## src/rtl/ysyx_22041071_div_ctrl_pkg.sv

```systemverilog
// Shared definitions for the divide controller: data width, op and state encodings,
// and small decode helpers used by both the controller and its special-case logic.
package ysyx_22041071_div_ctrl_pkg;

  localparam int DIV_XLEN = 64;

  typedef enum logic [2:0] {
    OP_DIV   = 3'd0,
    OP_DIVU  = 3'd1,
    OP_REM   = 3'd2,
    OP_REMU  = 3'd3,
    OP_DIVW  = 3'd4,
    OP_DIVUW = 3'd5,
    OP_REMW  = 3'd6,
    OP_REMUW = 3'd7
  } div_op_e;

  typedef enum logic [2:0] {
    ST_IDLE  = 3'd0,
    ST_BUSY  = 3'd1,
    ST_SPEC  = 3'd2,
    ST_DONE  = 3'd3,
    ST_DRAIN = 3'd4
  } div_state_e;

  function automatic logic op_is_signed(input logic [2:0] op);
    logic res;
    case (div_op_e'(op))
      OP_DIV, OP_REM, OP_DIVW, OP_REMW: res = 1'b1;
      default:                          res = 1'b0;
    endcase
    return res;
  endfunction

  function automatic logic op_is_rem(input logic [2:0] op);
    logic res;
    case (div_op_e'(op))
      OP_REM, OP_REMU, OP_REMW, OP_REMUW: res = 1'b1;
      default:                            res = 1'b0;
    endcase
    return res;
  endfunction

  function automatic logic op_is_w(input logic [2:0] op);
    logic res;
    case (div_op_e'(op))
      OP_DIVW, OP_DIVUW, OP_REMW, OP_REMUW: res = 1'b1;
      default:                              res = 1'b0;
    endcase
    return res;
  endfunction

  function automatic logic [DIV_XLEN-1:0] sext32(input logic [31:0] v);
    return {{(DIV_XLEN-32){v[31]}}, v};
  endfunction

  function automatic logic [DIV_XLEN-1:0] zext32(input logic [31:0] v);
    return {{(DIV_XLEN-32){1'b0}}, v};
  endfunction

endpackage

```

## src/rtl/ysyx_22041071_div_spec.sv

```systemverilog
// Combinational helper: detects divide-by-zero / signed overflow on the effective
// operands and formats a final result (quotient/remainder select, W sign-extension).
module ysyx_22041071_div_spec
  import ysyx_22041071_div_ctrl_pkg::*;
(
  input  logic [2:0]          op,
  input  logic [DIV_XLEN-1:0] src1,
  input  logic [DIV_XLEN-1:0] src2,
  output logic                is_spec,
  output logic [DIV_XLEN-1:0] spec_quot,
  output logic [DIV_XLEN-1:0] spec_rema,
  input  logic [2:0]          res_op,
  input  logic [DIV_XLEN-1:0] res_quot,
  input  logic [DIV_XLEN-1:0] res_rema,
  output logic [DIV_XLEN-1:0] res_data
);

  logic                is_w;
  logic                is_signed;
  logic [DIV_XLEN-1:0] eff_a;
  logic [DIV_XLEN-1:0] eff_b;
  logic [DIV_XLEN-1:0] int_min;
  logic                div_zero;
  logic                overflow;
  logic [DIV_XLEN-1:0] sel;

  always_comb begin
    is_w      = op_is_w(op);
    is_signed = op_is_signed(op);
    eff_a     = src1;
    eff_b     = src2;
    if (is_w) begin
      eff_a = is_signed ? sext32(src1[31:0]) : zext32(src1[31:0]);
      eff_b = is_signed ? sext32(src2[31:0]) : zext32(src2[31:0]);
    end
    // W operands are sign-extended first, so the 32-bit minimum shows up sign-extended
    int_min   = is_w ? sext32(32'h8000_0000) : {1'b1, {(DIV_XLEN-1){1'b0}}};
    div_zero  = (eff_b == '0);
    overflow  = is_signed && (eff_a == int_min) && (eff_b == '1);
    is_spec   = div_zero || overflow;
    spec_quot = div_zero ? '1 : eff_a;
    spec_rema = div_zero ? eff_a : '0;
  end

  always_comb begin
    sel      = op_is_rem(res_op) ? res_rema : res_quot;
    res_data = op_is_w(res_op) ? sext32(sel[31:0]) : sel;
  end

endmodule

```

## src/rtl/ysyx_22041071_div_ctrl.sv

```systemverilog
// Sequencer between the EX stage and an external iterative divider: accepts one op,
// short-circuits special cases, waits for the divider and emits a one-cycle writeback.
//
// state | meaning
// IDLE  | ready for a new op (ex_ready=1)
// BUSY  | divider running on registered operands (div_valid=1)
// SPEC  | special-case result already known, one cycle to DONE
// DONE  | wb_valid pulse with the formatted result
// DRAIN | op cancelled; wait for the divider to come back to idle
module ysyx_22041071_div_ctrl
  import ysyx_22041071_div_ctrl_pkg::*;
#(
  parameter int XLEN = DIV_XLEN
) (
  input  logic            clk,
  input  logic            reset,
  input  logic            flush,
  input  logic            ex_valid,
  input  logic [2:0]      ex_op,
  input  logic [XLEN-1:0] ex_src1,
  input  logic [XLEN-1:0] ex_src2,
  input  logic [4:0]      ex_rd,
  output logic            ex_ready,
  output logic            wb_valid,
  output logic [XLEN-1:0] wb_data,
  output logic [4:0]      wb_rd,
  output logic            div_valid,
  output logic            div_signed,
  output logic            divw,
  output logic [XLEN-1:0] dividend,
  output logic [XLEN-1:0] divisor,
  output logic            div_flush,
  input  logic            div_ready,
  input  logic            div_out_valid,
  input  logic [XLEN-1:0] div_quot,
  input  logic [XLEN-1:0] div_rema
);

  div_state_e      state_q;
  div_state_e      state_d;
  logic [2:0]      op_q;
  logic [XLEN-1:0] src1_q;
  logic [XLEN-1:0] src2_q;
  logic [4:0]      rd_q;
  logic [XLEN-1:0] quot_q;
  logic [XLEN-1:0] rema_q;

  logic            accept;
  logic            cap_div;
  logic            spec_hit;
  logic [XLEN-1:0] spec_quot;
  logic [XLEN-1:0] spec_rema;
  logic [XLEN-1:0] res_data;

  ysyx_22041071_div_spec u_spec (
    .op        (ex_op),
    .src1      (ex_src1),
    .src2      (ex_src2),
    .is_spec   (spec_hit),
    .spec_quot (spec_quot),
    .spec_rema (spec_rema),
    .res_op    (op_q),
    .res_quot  (quot_q),
    .res_rema  (rema_q),
    .res_data  (res_data)
  );

  always_ff @(posedge clk) begin
    if (reset) begin
      state_q <= ST_IDLE;
      op_q    <= '0;
      src1_q  <= '0;
      src2_q  <= '0;
      rd_q    <= '0;
      quot_q  <= '0;
      rema_q  <= '0;
    end else begin
      state_q <= state_d;
      if (accept) begin
        op_q   <= ex_op;
        src1_q <= ex_src1;
        src2_q <= ex_src2;
        rd_q   <= ex_rd;
        // special-case results are final here; normal ops overwrite them on completion
        quot_q <= spec_quot;
        rema_q <= spec_rema;
      end else if (cap_div) begin
        quot_q <= div_quot;
        rema_q <= div_rema;
      end
    end
  end

  always_comb begin
    state_d = state_q;
    accept  = 1'b0;
    cap_div = 1'b0;
    case (state_q)
      ST_IDLE: begin
        if (ex_valid && !flush) begin
          accept  = 1'b1;
          state_d = spec_hit ? ST_SPEC : ST_BUSY;
        end
      end
      ST_BUSY: begin
        if (flush) begin
          state_d = ST_DRAIN;
        end else if (div_out_valid) begin
          cap_div = 1'b1;
          state_d = ST_DONE;
        end
      end
      ST_SPEC:  state_d = flush ? ST_IDLE : ST_DONE;
      ST_DONE:  state_d = ST_IDLE;
      ST_DRAIN: begin
        // results arriving here belong to the cancelled op and are dropped
        if (div_ready) state_d = ST_IDLE;
      end
      default:  state_d = ST_IDLE;
    endcase
  end

  // Outputs are forced to their idle values combinationally while reset is held.
  always_comb begin
    ex_ready   = reset || (state_q == ST_IDLE);
    wb_valid   = !reset && (state_q == ST_DONE) && !flush;
    wb_data    = (!reset && state_q == ST_DONE) ? res_data : '0;
    wb_rd      = (!reset && state_q == ST_DONE) ? rd_q : '0;
    div_valid  = !reset && (state_q == ST_BUSY);
    div_signed = !reset && op_is_signed(op_q);
    divw       = !reset && op_is_w(op_q);
    dividend   = reset ? '0 : src1_q;
    divisor    = reset ? '0 : src2_q;
    div_flush  = flush;
  end

endmodule

```

## config.mk

```make
export PLATFORM = sky130hd
export DESIGN_NAME = ysyx_22041071_div_ctrl
export DESIGN_NICKNAME = d
export VERILOG_FILES = /design/src/rtl/ysyx_22041071_div_ctrl_pkg.sv /design/src/rtl/ysyx_22041071_div_spec.sv /design/src/rtl/ysyx_22041071_div_ctrl.sv
export SDC_FILE = /design/constraint.sdc
export NUM_CORES = 1
export LEC_CHECK = 0
export ABC_CLOCK_PERIOD_IN_PS = 2400
export BUFFER_PORTS_ARGS = -buffer_cell sky130_fd_sc_hd__clkbuf_2
export CORE_ASPECT_RATIO = 0.6
export CORE_MARGIN = 1
export CORE_UTILIZATION = 35
export CTS_CLUSTER_SIZE = 8
export DETAILED_ROUTE_END_ITERATION = 12
export HOLD_SLACK_MARGIN = 0.05
export SLEW_MARGIN = 20
export SYNTH_ARGS = -nofsm -noshare
export SYNTH_HDL_FRONTEND = slang
export SYNTH_SLANG_ARGS = --single-unit
```

## constraint.sdc

```tcl
create_clock -name clk -period 2.4 [get_ports clk]
set_clock_uncertainty 0.15 [all_clocks]
set_input_delay 0.36 -clock clk [delete_from_list [all_inputs] [get_ports clk]]
set_output_delay 0.36 -clock clk [all_outputs]
set_load 0.01 [all_outputs]
```

Word-level counts from Yosys, hierarchy flattened
Index checks and enable logic that the tools add are counted.
- register bits: 267
- latch bits: 0
- memory bits (writable): 0
- memory bits (read-only): 0
- input bits: 270
- output and inout port bits: 203
- logic and storage cells: 84
- memories kept: 0
- add/subtract/negate cells: 0
- $mul: 0
- divide/modulo/power cells: 0
- magnitude comparators: 0
- eq/ne operators: 20
- shift operators: 0
- muxes and demuxes: 34
- bitwise operators: 0
- reduce and logical (&&, ||, !) cells: 23
- operator list (operator ; count):
    two-way mux 64 bit ; 15
    == test 64 bit ; 1
    == test 64 bit, second input constant ; 1
    zero test 64 bit ; 1
    two-way mux 63 bit ; 1
    == test 3 bit, second input constant ; 9
    OR reduction 4 bit ; 5
    == test 3 x 2 -> 1 bit, second input constant ; 5
    two-way mux 3 bit ; 4
    case mux 3 bit (4 select lines) ; 1
    two-way mux 1 bit ; 10
    zero test 3 bit ; 3
    logical AND 1 bit ; 8
    two-way mux 5 bit ; 1
    two-way mux 2 bit ; 2
    inequality test 2 bit, second input constant ; 2
    == test 3 x 1 -> 1 bit, second input constant ; 1
    inequality test 3 bit, second input constant ; 1
    AND reduction 3 bit ; 1
    zero test 1 bit ; 2
    logical OR 1 bit ; 2
    nonzero test 2 bit ; 1

Depth between registers and ports, before layout
- word-level depth: 12
- depth in mapped cells: 9
- gate-level depth less buffers: 5

Modules after synthesis
A second synthesis with hierarchy kept.
- cells, all modules: 2045
- area, all modules: 15273.4 sq um
- modules (own cells, without submodules) (module ; times used ; cells an instance ; area an instance (sq um) ; sequential area each (sq um)):
    ysyx_22041071_div_ctrl ; 1 ; 1643 ; 13031.2 ; 5345.1
    ysyx_22041071_div_spec ; 1 ; 402 ; 2242.2 ; 0.0

Worst setup path after synthesis
OpenSTA, ideal clock, no wires.
- path type: input -> register
- start: input ex_src1[32]
- end: register state_q[1]
- setup time: 0.059 ns
- arrival time: 2.364 ns
- required time: 2.191 ns
- path slack: -0.173 ns
- stages on the path: 5
- buffers on the path: 0
- path through: or4b_1 -> or4_1 -> or4_4 -> a2111oi_4 -> o31a_1
- longest elaborated chain between the ends: 8
- RTL lines (item ; line ; text):
    start, declared ; ysyx_22041071_div_ctrl.sv:20 ; input logic [XLEN-1:0] ex_src1,
    two-way mux 64 bit ; ysyx_22041071_div_spec.sv:32 ; if (is_w) begin
    == test 64 bit ; ysyx_22041071_div_spec.sv:39 ; overflow = is_signed && (eff_a == int_min) && (eff_b == '1);
    logical AND 1 bit (2 in a row) ; ysyx_22041071_div_spec.sv:39 ;
    logical OR 1 bit ; ysyx_22041071_div_spec.sv:40 ; is_spec = div_zero || overflow;
    two-way mux 2 bit ; ysyx_22041071_div_ctrl.sv:102 ; state_d = spec_hit ? ST_SPEC : ST_BUSY;
    two-way mux 3 bit ; ysyx_22041071_div_ctrl.sv:100 ; if (ex_valid && !flush) begin
    case mux 3 bit (4 select lines) ; ysyx_22041071_div_ctrl.sv:98 ; case (state_q)
    end signal, assigned ; ysyx_22041071_div_ctrl.sv:78 ; state_q <= state_d;
    end, declared ; ysyx_22041071_div_ctrl.sv:39 ; div_state_e state_q;
No other way between the ends. The select of a mux whose other input is x is not followed.
A chain may end at the register's enable or synchronous reset.

Worst setup path after layout
- start: register op_q[1]
- end: output wb_data[60]
- longest elaborated chain between the ends: 6
- RTL lines (item ; line ; text):
    start, declared ; ysyx_22041071_div_ctrl.sv:41 ; logic [2:0] op_q;
    start signal, assigned ; ysyx_22041071_div_ctrl.sv:80 ; op_q <= ex_op;
    == test 3 x 2 -> 1 bit or == test 3 bit (tied branches) ; ysyx_22041071_div_ctrl_pkg.sv:37, ysyx_22041071_div_ctrl_pkg.sv:46 ;
    OR reduction 4 bit ; ysyx_22041071_div_ctrl_pkg.sv:37 ; case (div_op_e'(op))
    two-way mux 1 bit ; ysyx_22041071_div_ctrl_pkg.sv:37 ;
    two-way mux 64 bit ; ysyx_22041071_div_spec.sv:46 ; sel = op_is_rem(res_op) ? res_rema : res_quot;
    two-way mux 64 bit (*) ; ysyx_22041071_div_spec.sv:47 ; res_data = op_is_w(res_op) ? sext32(sel[31:0]) : sel;
    two-way mux 64 bit (*) ; ysyx_22041071_div_ctrl.sv:127 ; wb_data = (!reset && state_q == ST_DONE) ? res_data : '0;
    end, declared ; ysyx_22041071_div_ctrl.sv:25 ; output logic [XLEN-1:0] wb_data,
Mark *: on every way between the ends. The rest lies on a longest branch, timed or not.

==> flow_summary.json <==
{
  "port_buffers": 472,
  "status": "finished, violations left",
  "power_density_nw_per_um2": 589.7,
  "n_fill_cell": 3391,
  "synth.top_cell.area_share_pct": 41.12,
  "crit_required_ns": 1.89,
  "grt_pass1_vias": 14930,
  "worst-r2r-setup-slack_ns": 0.11,
  "drt_iter0_drc": 1562,
  "synth-async-reset-ratio_pct": 0,
  "nets": 2682,
  "drv_slew": 0,
  "hold_end": "quot_q[10]$_SDFFE_PP0P_",
  "cts_max_level": 2,
  "globalplace.congestion": 0.9404,
  "antenna_found_initial": 5,
  "dieArea_um2": 37940,
  "wirelength_um": 61350,
  "cts_root_buf": "clkbuf_16",
  "cts_sinks": 267,
  "power_w": 0.01198,
  "hold_class": "primary input to flip-flop",
  "drc_errors": 0,
  "syn_nets": 1990,
  "hold_slack_ns": 0.07212,
  "r2r_cells": 6,
  "clock_path_buffers": 3,
  "clk_pin_slew_worst_paths_ns": 0.06,
  "vias": 16210,
  "wl_per_cell_um": 21.18,
  "cts_tree": "built",
  "synth_area_leader_cell": "dfxtp_1",
  "end_kind": "output pin",
  "relSlewSlack_pct": 27.71,
  "setup_slack_ns": -0.02185,
  "violations": "setup timing",
  "synth_seq_cells": 267,
  "register_area_um2": 5350,
  "crit_path_start_kind": "flip-flop",
  "row_count": 54,
  "avgSynthCellArea_um2": 7.558,
  "synth-main-ff-cell": "dfxtp_1",
  "worst_skew_pair.late_latency_ns": 0.52,
  "setup_viol": 19,
  "drtPass1Iterations": 6,
  "synth_area_leaders": "dfxtp_1 41%, nand2_1 11%, nor2b_1 8.3%, a21oi_1 6.0%, clkbuf_1 4.5%",
  "grt_max_degree": 128,
  "min_path_cells": 4,
  "drv_cap": 0,
  "fin_crit_ns": 2.422,
  "rr_endpoint": "quot_q[42]$_SDFFE_PP0P_",
  "grt_overflow": 0,
  "ys_types": 43,
  "yosysWarnings": 0,
  "cts_buffers": 39,
  "worstPathArrival_ns": 1.91,
  "vdd_drop_max_uv": 416.3,
  "max_clock_freq_mhz": 412.9,
  "start_util_pct": 35.63,
  "leakagePower_nw": 8.520,
  "critPathMaxFanout": 12,
  "worst-slew-pin-transition_ns": 1.074,
  "die_w_um": 250.8,
  "post-dp-hpwl_um": 40240,
  "rsz0062_at_grt": "yes",
  "r2r_start": "state_q[2]$_SDFFE_PP0P_",
  "fin_crit_sh_pct": 100.9,
  "hold_path.startpoint": "div_quot[10]",
  "fp.dieH_um": 151.3,
  "grt_use_total_pct": 29.63,
  "grt_pass1_wl_um": 86980,
  "synthTopCellsByCount": "377 x nand2_1, 267 x dfxtp_1, 173 x nor2b_1",
  "synth_edf_count": 0,
  "synth_most_common_cell": "nand2_1",
  "multiInputGateArea_um2": 7248,
  "post_drt_via_cell_ratio": 5.596,
  "area_growth_syn_to_layout_pct": 56.25,
  "crit_type": "flip-flop to output pin",
  "yosysSeqAreaShare_pct": 41.12,
  "core_area_um2": 36490,
  "pre_cts_slack_ns": -0.3949,
  "syn_area_um2": 13000,
  "syn_inst": 1720,
  "drive_gt1_share_pct": 29.84,
  "num_io_pins": 473,
  "finalHoldViolCount": 0,
  "ant_nets": 0
}
==> flip-flops by register name, indices dropped and copies added (netlist names) <==
name     cells
state_q      3
op_q         3
src1_q      64
quot_q      64
src2_q      64
rd_q         5
rema_q      64
==> worst max-delay path by stage <==
stage                                        from                      end  depth (start not counted)
after floorplan                       ex_src1[33]  state_q[0]$_SDFFE_PP0P_                          5
final                        op_q[1]$_SDFFE_PP0P_              wb_data[60]                          6
after global placement                ex_src1[33]  state_q[0]$_SDFFE_PP0P_                          6
after detailed placement              ex_src1[33]  state_q[0]$_SDFFE_PP0P_                          6
after CTS                 state_q[1]$_SDFFE_PP0P_              wb_data[60]                          8
after global routing                  ex_src2[55]  rema_q[40]$_SDFFE_PP0P_                          9
==> cell type report <==
class	instances	share of cell area (%)
inverters	7	0.1294
repair buffers	821	29.64
multi-input cells	1276	35.68
well taps	476	2.932
clock buffers	45	5.224
diodes	4	0.04928
flip-flops and latches	267	26.34
==> routing by layer <==
metal,GRT usage (%),up-vias,wire [µm]
li1,-,7439,-
met1,39.95,7700,26460
met2,44.61,922,26130
met3,9.641,142,6707
met4,9.417,2,1974
met5,0,-,85
==> kinds of logic after synthesis <==
group	share of synthesized area (%)
simple gates	28.86
compound gates	22.34
flops	41.12
buf+inv	5.149
mux	2.464
xor+xnor	0.06738
==> layout by cell type (no fill, tap or decap), types with 6 or more instances in the layout <==
master,netlist,final
clkbuf_2,0,455
nand2_1,377,377
dfxtp_1,267,265
dlygate4sd3_1,0,198
nor2b_1,173,173
a21oi_1,157,156
buf_4,1,113
nor2_1,119,92
a211oi_1,56,54
o22ai_1,46,46
clkbuf_16,0,46
nor3_1,37,37
nand3_1,35,35
o311a_1,33,33
a31oi_1,33,33
mux2i_1,32,31
o32ai_1,31,31
a22oi_1,31,31
buf_12,0,27
nor2_2,0,21
nand4_1,19,19
a221oi_1,19,19
nor4_1,25,17
o21ai_1,5,17
buf_6,0,9
buf_2,1,7
inv_1,7,6
nor2_4,0,6
nor4_2,0,6
==> through the flow <==
| stage | cells | TNS [ns] | util (%) | cell area [µm²] |
|---|---|---|---|---|
| 2_1_floorplan | 1720 | -0.02528 | - | 13000 |
| 3_3_place_gp | 2637 | -1.732 | 45.91 | 16750 |
| 3_5_place_dp | 2637 | -3.915 | 45.91 | 16750 |
| 4_1_cts | 2884 | -0.2485 | 54.46 | 19870 |
| 5_1_grt | 2895 | -6.149 | 55.67 | 20310 |
| 6_report | 2896 | -0.1840 | 55.67 | 20310 |
==> critical path, cell delays in order (launching register included) <==
cell and delay, ns:
dfxtp_4 0.43, mux2i_4 0.27, nor2_4 0.07, nor2_4 0.19
buf_12 0.20, nor2_1 0.06, buf_4 0.16
==> power breakdown <==
group / leakage (nW) / switching, W / internal [W]
sequential: 2.19 / 0.000124 / 0.00468
clock: 0.522 / 0.00199 / 0.00305
combinational: 5.81 / 0.00114 / 0.000987
total: 8.52 / 0.00325 / 0.00873
==> timing repair <==
action / in CTS / in global routing
setup buffers: 2 / 11
endpoints found under the hold margin: 203 / 2
pin swaps: 1 / 23
gates resized for setup: 15 / 83
hold buffers: 200 / 2
gates cloned: 0 / 6
endpoints found under the setup margin: 64 / 179
Power figures use the tool's default switching activity.
